## config.mk

```make
export PLATFORM = sky130hd
export DESIGN_NAME = alu_issue_stage
export DESIGN_NICKNAME = d
export VERILOG_FILES = /design/src/rtl/alu_issue_stage.sv
export SDC_FILE = /design/constraint.sdc
export NUM_CORES = 1
export LEC_CHECK = 0
export ABC_AREA = 1
export CAP_MARGIN = 20
export CORE_AREA = 2 2 118 120
export DETAILED_ROUTE_END_ITERATION = 6
export DIE_AREA = 0 0 120 122
export GPL_TIMING_DRIVEN = 0
export PLACE_DENSITY = 0.47
export SLEW_MARGIN = 0
export SYNTH_ARGS = -nofsm -noshare
export SYNTH_HDL_FRONTEND = slang
export SYNTH_SLANG_ARGS = --single-unit
```

## constraint.sdc

```tcl
create_clock -name clk -period 6.26 [get_ports clk]
set_clock_uncertainty 0.1 [all_clocks]
set_input_delay 1.252 -clock clk [delete_from_list [all_inputs] [get_ports clk]]
set_output_delay 1.252 -clock clk [all_outputs]
set_load 0.01 [all_outputs]
```

## src/rtl/alu_issue_stage.sv

```systemverilog
// rtl/alu_issue_stage.sv - command FIFO and result register in front of alu_8bit
//
// Buffers {A,B,op} commands in a DEPTH-entry FIFO, presents the FIFO head
// combinationally to alu_8bit, and captures {carry,result} plus zero and
// illegal-op flags into a result register with its own valid/ready handshake.
//
// Optional feature macro: ALU_ISSUE_ACC_EN (accumulator chaining).
//
// Ports:
//   clk, rst                     clock, synchronous active-high reset
//   cmd_valid/cmd_ready          command handshake (cmd_a, cmd_b, cmd_op)
//   cmd_use_acc                  (ALU_ISSUE_ACC_EN only) use acc in place of A
//   alu_a/alu_b/alu_op           FIFO head to alu_8bit, zero when empty
//   alu_result/alu_carry         alu_8bit outputs
//   res_valid/res_ready          result handshake
//   res_data/res_carry           captured result and carry/borrow
//   res_zero/res_illegal         captured flags
//   fifo_count                   occupied FIFO entries, 0..DEPTH

module alu_issue_stage #(
    parameter  int DEPTH = 4,
    localparam int CW    = $clog2(DEPTH) + 1
) (
    input  logic          clk,
    input  logic          rst,
    input  logic          cmd_valid,
    output logic          cmd_ready,
    input  logic [7:0]    cmd_a,
    input  logic [7:0]    cmd_b,
    input  logic [2:0]    cmd_op,
`ifdef ALU_ISSUE_ACC_EN
    input  logic          cmd_use_acc,
`endif
    output logic [7:0]    alu_a,
    output logic [7:0]    alu_b,
    output logic [2:0]    alu_op,
    input  logic [7:0]    alu_result,
    input  logic          alu_carry,
    output logic          res_valid,
    input  logic          res_ready,
    output logic [7:0]    res_data,
    output logic          res_carry,
    output logic          res_zero,
    output logic          res_illegal,
    output logic [CW-1:0] fifo_count
);

    localparam int PW = $clog2(DEPTH);

    logic [7:0]    mem_a  [DEPTH];
    logic [7:0]    mem_b  [DEPTH];
    logic [2:0]    mem_op [DEPTH];
    logic [PW-1:0] wr_ptr;
    logic [PW-1:0] rd_ptr;

    logic          fifo_empty;
    logic          push;
    logic          cap;

    assign fifo_empty = (fifo_count == '0);

    // Ready looks only at occupancy so that it never depends on res_ready
    // through a same-cycle pop.
    assign cmd_ready  = (fifo_count < CW'(DEPTH));
    assign push       = cmd_valid & cmd_ready;
    assign cap        = ~fifo_empty & (~res_valid | res_ready);

`ifdef ALU_ISSUE_ACC_EN
    logic          mem_use_acc [DEPTH];
    logic [7:0]    acc;

    always_ff @(posedge clk) begin
        if (push) begin
            mem_use_acc[wr_ptr] <= cmd_use_acc;
        end
    end

    // acc tracks the most recently captured result so a chained command
    // sees its predecessor's result even when issued back-to-back.
    always_ff @(posedge clk) begin
        if (rst) begin
            acc <= '0;
        end else if (cap) begin
            acc <= alu_result;
        end
    end
`endif

    // Storage is not reset: entries are only ever read below the count,
    // which reset clears.
    always_ff @(posedge clk) begin
        if (push) begin
            mem_a[wr_ptr]  <= cmd_a;
            mem_b[wr_ptr]  <= cmd_b;
            mem_op[wr_ptr] <= cmd_op;
        end
    end

    // Head presentation; forced to zero when empty so the ALU sees a
    // deterministic ADD 0,0 rather than stale storage.
    always_comb begin
        alu_a  = '0;
        alu_b  = '0;
        alu_op = '0;
        if (!fifo_empty) begin
`ifdef ALU_ISSUE_ACC_EN
            alu_a  = mem_use_acc[rd_ptr] ? acc : mem_a[rd_ptr];
`else
            alu_a  = mem_a[rd_ptr];
`endif
            alu_b  = mem_b[rd_ptr];
            alu_op = mem_op[rd_ptr];
        end
    end

    // Pointers and occupancy. DEPTH is a power of two, so the natural
    // PW-bit rollover is the mod-DEPTH wrap.
    always_ff @(posedge clk) begin
        if (rst) begin
            wr_ptr     <= '0;
            rd_ptr     <= '0;
            fifo_count <= '0;
        end else begin
            if (push) begin
                wr_ptr <= wr_ptr + PW'(1);
            end
            if (cap) begin
                rd_ptr <= rd_ptr + PW'(1);
            end
            case ({push, cap})
                2'b10:   fifo_count <= fifo_count + CW'(1);
                2'b01:   fifo_count <= fifo_count - CW'(1);
                default: fifo_count <= fifo_count;
            endcase
        end
    end

    // Result register. A drain without a new capture only drops valid;
    // the data fields keep their last values.
    always_ff @(posedge clk) begin
        if (rst) begin
            res_valid   <= 1'b0;
            res_data    <= '0;
            res_carry   <= 1'b0;
            res_zero    <= 1'b0;
            res_illegal <= 1'b0;
        end else if (cap) begin
            res_valid   <= 1'b1;
            res_data    <= alu_result;
            res_carry   <= alu_carry;
            res_zero    <= (alu_result == 8'h00);
            res_illegal <= (alu_op > 3'b100);
        end else if (res_valid && res_ready) begin
            res_valid   <= 1'b0;
        end
    end

endmodule
```

# Yosys cells after proc, flatten, opt, wreduce, memory -nomap -nowiden
# Memory sizes are Yosys's and may differ from the RTL's. A register that Yosys moved wholly into a read port is not among the register bits.
# Cells that the tools add are included.
[word_totals]
reg_bits = 19
ramBits = 76
in_bits = 32
mem_count = 3
output_inout_bits = 35
[op_classes]
add_sub_neg = 4
n_reduce_logical = 5
n_lt_le_gt_ge = 2
bitwise_logic = 5
mux = 14
eq_ne = 2
[mem_list]
columns = ["name", "words", "width", "rd", "rd_clocked_by_memory_dff", "wr", "line_no", "text"]
rows = [
  ["mem_a", 4, 8, 1, 1, 1, "50", "logic [7:0] mem_a [DEPTH];"],
  ["mem_b", 4, 8, 1, 1, 1, "51", "logic [7:0] mem_b [DEPTH];"],
  ["mem_op", 4, 3, 1, 1, 1, "52", "logic [2:0] mem_op [DEPTH];"],
]
[ops]
columns = ["cell", "n"]
rows = [
  ["$mux W8", 2],
  ["$mux W2", 6],
  ["$logic_not A8 Y1", 1],
  ["$pmux W3 S2", 1],
  ["$add A2 B1 Y2 const B", 2],
  ["$mux W1", 4],
  ["$reduce_bool A2 Y1", 2],
  ["$add A3 B1 Y3 const B", 1],
  ["$gt A3 B3 Y1 const B", 1],
  ["$logic_not A3 Y1", 1],
  ["$lt A3 B3 Y1 const B", 1],
  ["$mux W3", 1],
  ["$sub A3 B1 Y3 const B", 1],
  ["$and A1 B1 Y1", 2],
  ["$eq A2 B1 Y1 const B", 1],
  ["$eq A2 B2 Y1 const B", 1],
  ["$not A1 Y1", 2],
  ["$logic_and A1 B1 Y1", 1],
  ["$or A1 B1 Y1", 1],
]

# Logic depth before layout (Yosys ltp)
# Gate-level depths: netlist of the first run.
[logic_depth]
word_depth = 5
ltp_mapped = 12

# Least setup slack after synthesis of the first run
# OpenSTA, ideal clock, no wires.
[synth_path]
path_kind = "input to register"
from = "input port res_ready"
to = "register fifo_count[2]"
path_buffers = 1
cell_stages = 12
setup_time_ps = 122
required_time_ps = 6038
t_arrival_ps = 2615
setup_slack_ps = 3423
cell_sequence = "inv_1 nand2_1 nand2_4 inv_2 buf_6 ha_1 inv_1 fa_1 a21oi_1 o21ai_0 o21ai_0 a21oi_1"
[synth_via]
elab_chain_len = 4
elab_cells_between_ends = 6
[synth_rtl]
columns = ["element", "line_no", "text"]
rows = [
  ["start, declared", "40", "input logic res_ready,"],
  ["$or A1 B1 Y1 (*)", "66", "assign cap = ~fifo_empty & (~res_valid | res_ready);"],
  ["$and A1 B1 Y1 (*)", "66", ""],
  ["named net cap", "58", "logic cap;"],
  ["$eq A2 B1 Y1 / $eq A2 B2 Y1 (equally long branches)", "130", "case ({push, cap})"],
  ["$pmux W3 S2 / $reduce_bool A2 Y1 (equally long branches)", "-", ""],
  ["end signal, assigned", "131", "2'b10: fifo_count <= fifo_count + CW'(1);"],
  ["end signal, assigned", "132", "2'b01: fifo_count <= fifo_count - CW'(1);"],
  ["end signal, assigned", "133", "default: fifo_count <= fifo_count;"],
  ["end, declared", "45", "output logic [CW-1:0] fifo_count"],
]
# Mark *: on every way through the listed nets, which the timed path passes. The rest lies on a longest branch.
# A chain may end at the register's enable or synchronous reset.

==> results of run 1 <==
cells in the final DEF, fill, tap and decap left out, types with 6 or more instances in the layout:
master,n
inv_1,25
nor2_1,86
buf_6,7
o21ai_1,10
a21oi_1,27
clkdlybuf4s50_1,66
edfxtp_1,76
clkbuf_16,9
o21ai_0,41
dfxtp_1,21
nand2_1,20
nand3_1,6
flip-flops by register name (all words and copies together), names as in the netlist, 2 cells and up, named ones only:
name,flops
fifo_count,3
mem_a,32
mem_b,32
mem_op,12
rd_ptr,2
res_data,8
wr_ptr,2
cells by family after synthesis:
kind of cell / after synthesis / synth area share
AOI/OAI and AO/OA: 79 / 0.102
adders and majority gates: 6 / 0.0212
buffers and inverters: 45 / 0.0584
DFF: 97 / 0.693
and+or+nand+nor: 121 / 0.126
stage by stage:
| stage | hold slack (ps) | std cells | setup WS [ps] | cell area [um^2] | util |
|---|---|---|---|---|---|
| after floorplan | 376 | 348 | 3420 | 3900 | - |
| after global placement | 357 | 594 | 2270 | 4790 | 0.355 |
| after detailed placement | 364 | 598 | 2800 | 4860 | 0.360 |
| after CTS | 379 | 614 | 2770 | 5140 | 0.381 |
| after global routing | 396 | 614 | 2620 | 5140 | 0.381 |
| final | 380 | 614 | 2810 | 5140 | 0.381 |
critical path, delay by kind of cell (launching register included):
| kind | cells | cell delay [ps] |
|---|---|---|
| AO/OA/AOI/OAI | 2 | 380 |
| flip-flops | 1 | 330 |
| buffers and inverters | 3 | 1060 |
final cells by class:
class	count	area [um^2]
fill	1311	8360
sequential	97	2700
multi-input combinational	206	982
timing repair buffer	70	721
clock buffer	9	225
tap	180	225
buffer	15	115
inverter	30	113
clock inverter	7	61.3
synthesized netlist by cell type:
cell type | instances | share of area
fa_1 | 1 | 0.0051
edfxtp_1 | 76 | 0.58
nand3_1 | 6 | 0.0077
nor4_1 | 2 | 0.0032
nand3_4 | 1 | 0.0045
buf_6 | 7 | 0.020
inv_2 | 5 | 0.0048
o21ai_0 | 41 | 0.053
nand2_1 | 20 | 0.019
inv_1 | 25 | 0.024
and3_1 | 1 | 0.0016
buf_1 | 2 | 0.0019
clkbuf_2 | 2 | 0.0026
nand2_4 | 1 | 0.0029
clkbuf_1 | 1 | 0.00096
buf_2 | 3 | 0.0038
a21oi_1 | 27 | 0.035
ha_1 | 5 | 0.016
o21ai_1 | 10 | 0.013
a21oi_2 | 1 | 0.0022
dfxtp_1 | 21 | 0.11
nor2_1 | 90 | 0.087
metal layers:
metal | vias up | global-route usage | wire, um | part of all wire
met4 | 0 | 0.0419 | 122 | 0.014
met2 | 68 | 0.217 | 4240 | 0.48
met3 | 10 | 0.0506 | 634 | 0.071
li1 | 1351 | - | - | -
met5 | - | 0 | 0 | 0
met1 | 1212 | 0.155 | 3930 | 0.44
power by group through the flow:
stage / combinational [W] / clock (W) / sequential, W
floorplan: 0.000497 / 0 / 0.000874
global placement: 0.000928 / 0 / 0.000859
detailed placement: 0.000948 / 0 / 0.000859
CTS: 0.000954 / 0.000550 / 0.000847
global route: 0.00104 / 0.000574 / 0.000858
finish: 0.000931 / 0.000532 / 0.000846
worst max path at each step:
stage | start | end | slack [ps] | cells past startpoint
final | register | alu_b[7] | 2810 | 5
after global routing | register | alu_b[6] | 2620 | 6
after CTS | register | alu_b[7] | 2770 | 5
after detailed placement | res_ready | fifo_count[2]$_SDFFE_PP0P_ | 2800 | 13
after global placement | cmd_valid | mem_a[2][6]$_DFFE_PP_ | 2270 | 3
after floorplan | res_ready | fifo_count[2]$_SDFFE_PP0P_ | 3420 | 12
==> flow_metrics.env, run 1 <==
export IMPL_outcome="completed"
export IMPL_diodes=0
export IMPL_leakagePower_nw=1.87
export IMPL_reg2reg_depth=12
export IMPL_hold_buffers=0
export IMPL_post_route_period_util=0.551
export IMPL_start_util=0.289
export IMPL_grt_pass1_wl_um=14100
export IMPL_power_density_nw_per_um2=449
export IMPL_max_cap_violations=0
export IMPL_pin_count=67
export IMPL_p_total_w=0.00231
export IMPL_synth_cell_types=22
export IMPL_synth_net_count=386
export IMPL_synth_area_um2=3900
export IMPL_path_class="reg2out"
export IMPL_holdPathEnd="res_zero$_SDFFE_PP0P_"
export IMPL_clkSlewWorstSetupHoldPaths_ps=60
export IMPL_cts_inserted_buffers=9
export IMPL_cts_tree="yes"
export IMPL_cp_slowest_stage_delay_ps=580
export IMPL_p_switching_w=0.000783
export IMPL_worst_setup_path_end_kind="output port"
export IMPL_core_area_um2=13500
export IMPL_crit_chain="inv_2, clkbuf_1, o21ai_0, a21oi_1, clkdlybuf4s50_1"
export IMPL_gp_congestion=0.712
export IMPL_postSynthCellCount=348
export IMPL_rsz0062_at_grt="no"
export IMPL_critPathRequiredTime_ps=4910
export IMPL_vias_per_cell=4.30
export IMPL_syn2layout_area_growth_pct=31.8
export IMPL_pwr_share_seq=0.366
export IMPL_clk_path_buf_depth=2
export IMPL_timing_rr_start="fifo_count[1]$_SDFFE_PP0P_"
export IMPL_grt_usage=0.130
export IMPL_io_buffers=66
export IMPL_worst_pin_slew_ps=644
export IMPL_arrival_ps=2100
export IMPL_drt_iter0_markers=80
export IMPL_wl_um=8920
export IMPL_ys_seq_area_frac=0.693
export IMPL_hold_path_depth=2
export IMPL_core_rowCount=43
export IMPL_antenna_left=0
export IMPL_worstSkewPairLatency_ps=340
export IMPL_postCtsSetupRepairBufs=0
export IMPL_hold_viol=0
export IMPL_antenna_found_initial=0
export IMPL_drt_first_pass_iters=4
export IMPL_maxSlewViolCount=0
export IMPL_worstPathMaxFanout=10
export IMPL_max_slew_margin=0.570
export IMPL_timing_fmax_mhz=290
export IMPL_cpMaxStageDelayCell="clkdlybuf4s50_1"
export IMPL_wl_per_cell_um=14.5
export IMPL_h_tree_depth=3
export IMPL_die_w_um=120
export IMPL_grt_max_degree=16
export IMPL_combPwrFrac=0.403
export IMPL_fin_tns_setup_ps=0
export IMPL_die_y_um=122
export IMPL_route_detailed_drc=0
export IMPL_hold_class="reg2reg"
export IMPL_hp_start="res_zero$_SDFFE_PP0P_"
export IMPL_power_share_clock=0.230
export IMPL_synth_seq_cells=97
export IMPL_hpwl_um=6160
export IMPL_overflow=0
export IMPL_dieArea_um2=14600
export IMPL_setup_viol=0
export IMPL_ctsResizeCount=0
export IMPL_power_internal_w=0.00153
export IMPL_grt_pass1_vias=2694
export IMPL_r2r_slack_ps=4080
export IMPL_p_sw_frac=0.339
export IMPL_root_buffer="clkbuf_16"
export IMPL_clock_sinks=97
export IMPL_postSynthAreaPerCell_um2=11.2
export IMPL_drive_gt1_frac=0.0922
export IMPL_ys_warn_count=0
export IMPL_crit_path_start_kind="register"
export IMPL_timing_rr_end="fifo_count[2]$_SDFFE_PP0P_"
export IMPL_layout_nets=467
export IMPL_vias=2641
export IMPL_ir_worst_vdd_mv=0.165
export IMPL_period_needed_ps=3450
Power figures use the tool's default switching activity.
==> run 2: changes to the inputs <==
- clock period: 6.26 -> 3.25 ns (I/O delays scaled with it)
==> results of run 2 <==
The final DEF is identical to that of run 1. Status: completed.
Among the figures that moved: setup slack after placement 2800 ps -> 389 ps; setup slack after layout 2810 ps -> 403 ps; register-to-register setup slack 4080 ps -> 1070 ps; total power 0.00231 W -> 0.00445 W; worst IR drop on VDD 0.165 mV -> 0.318 mV
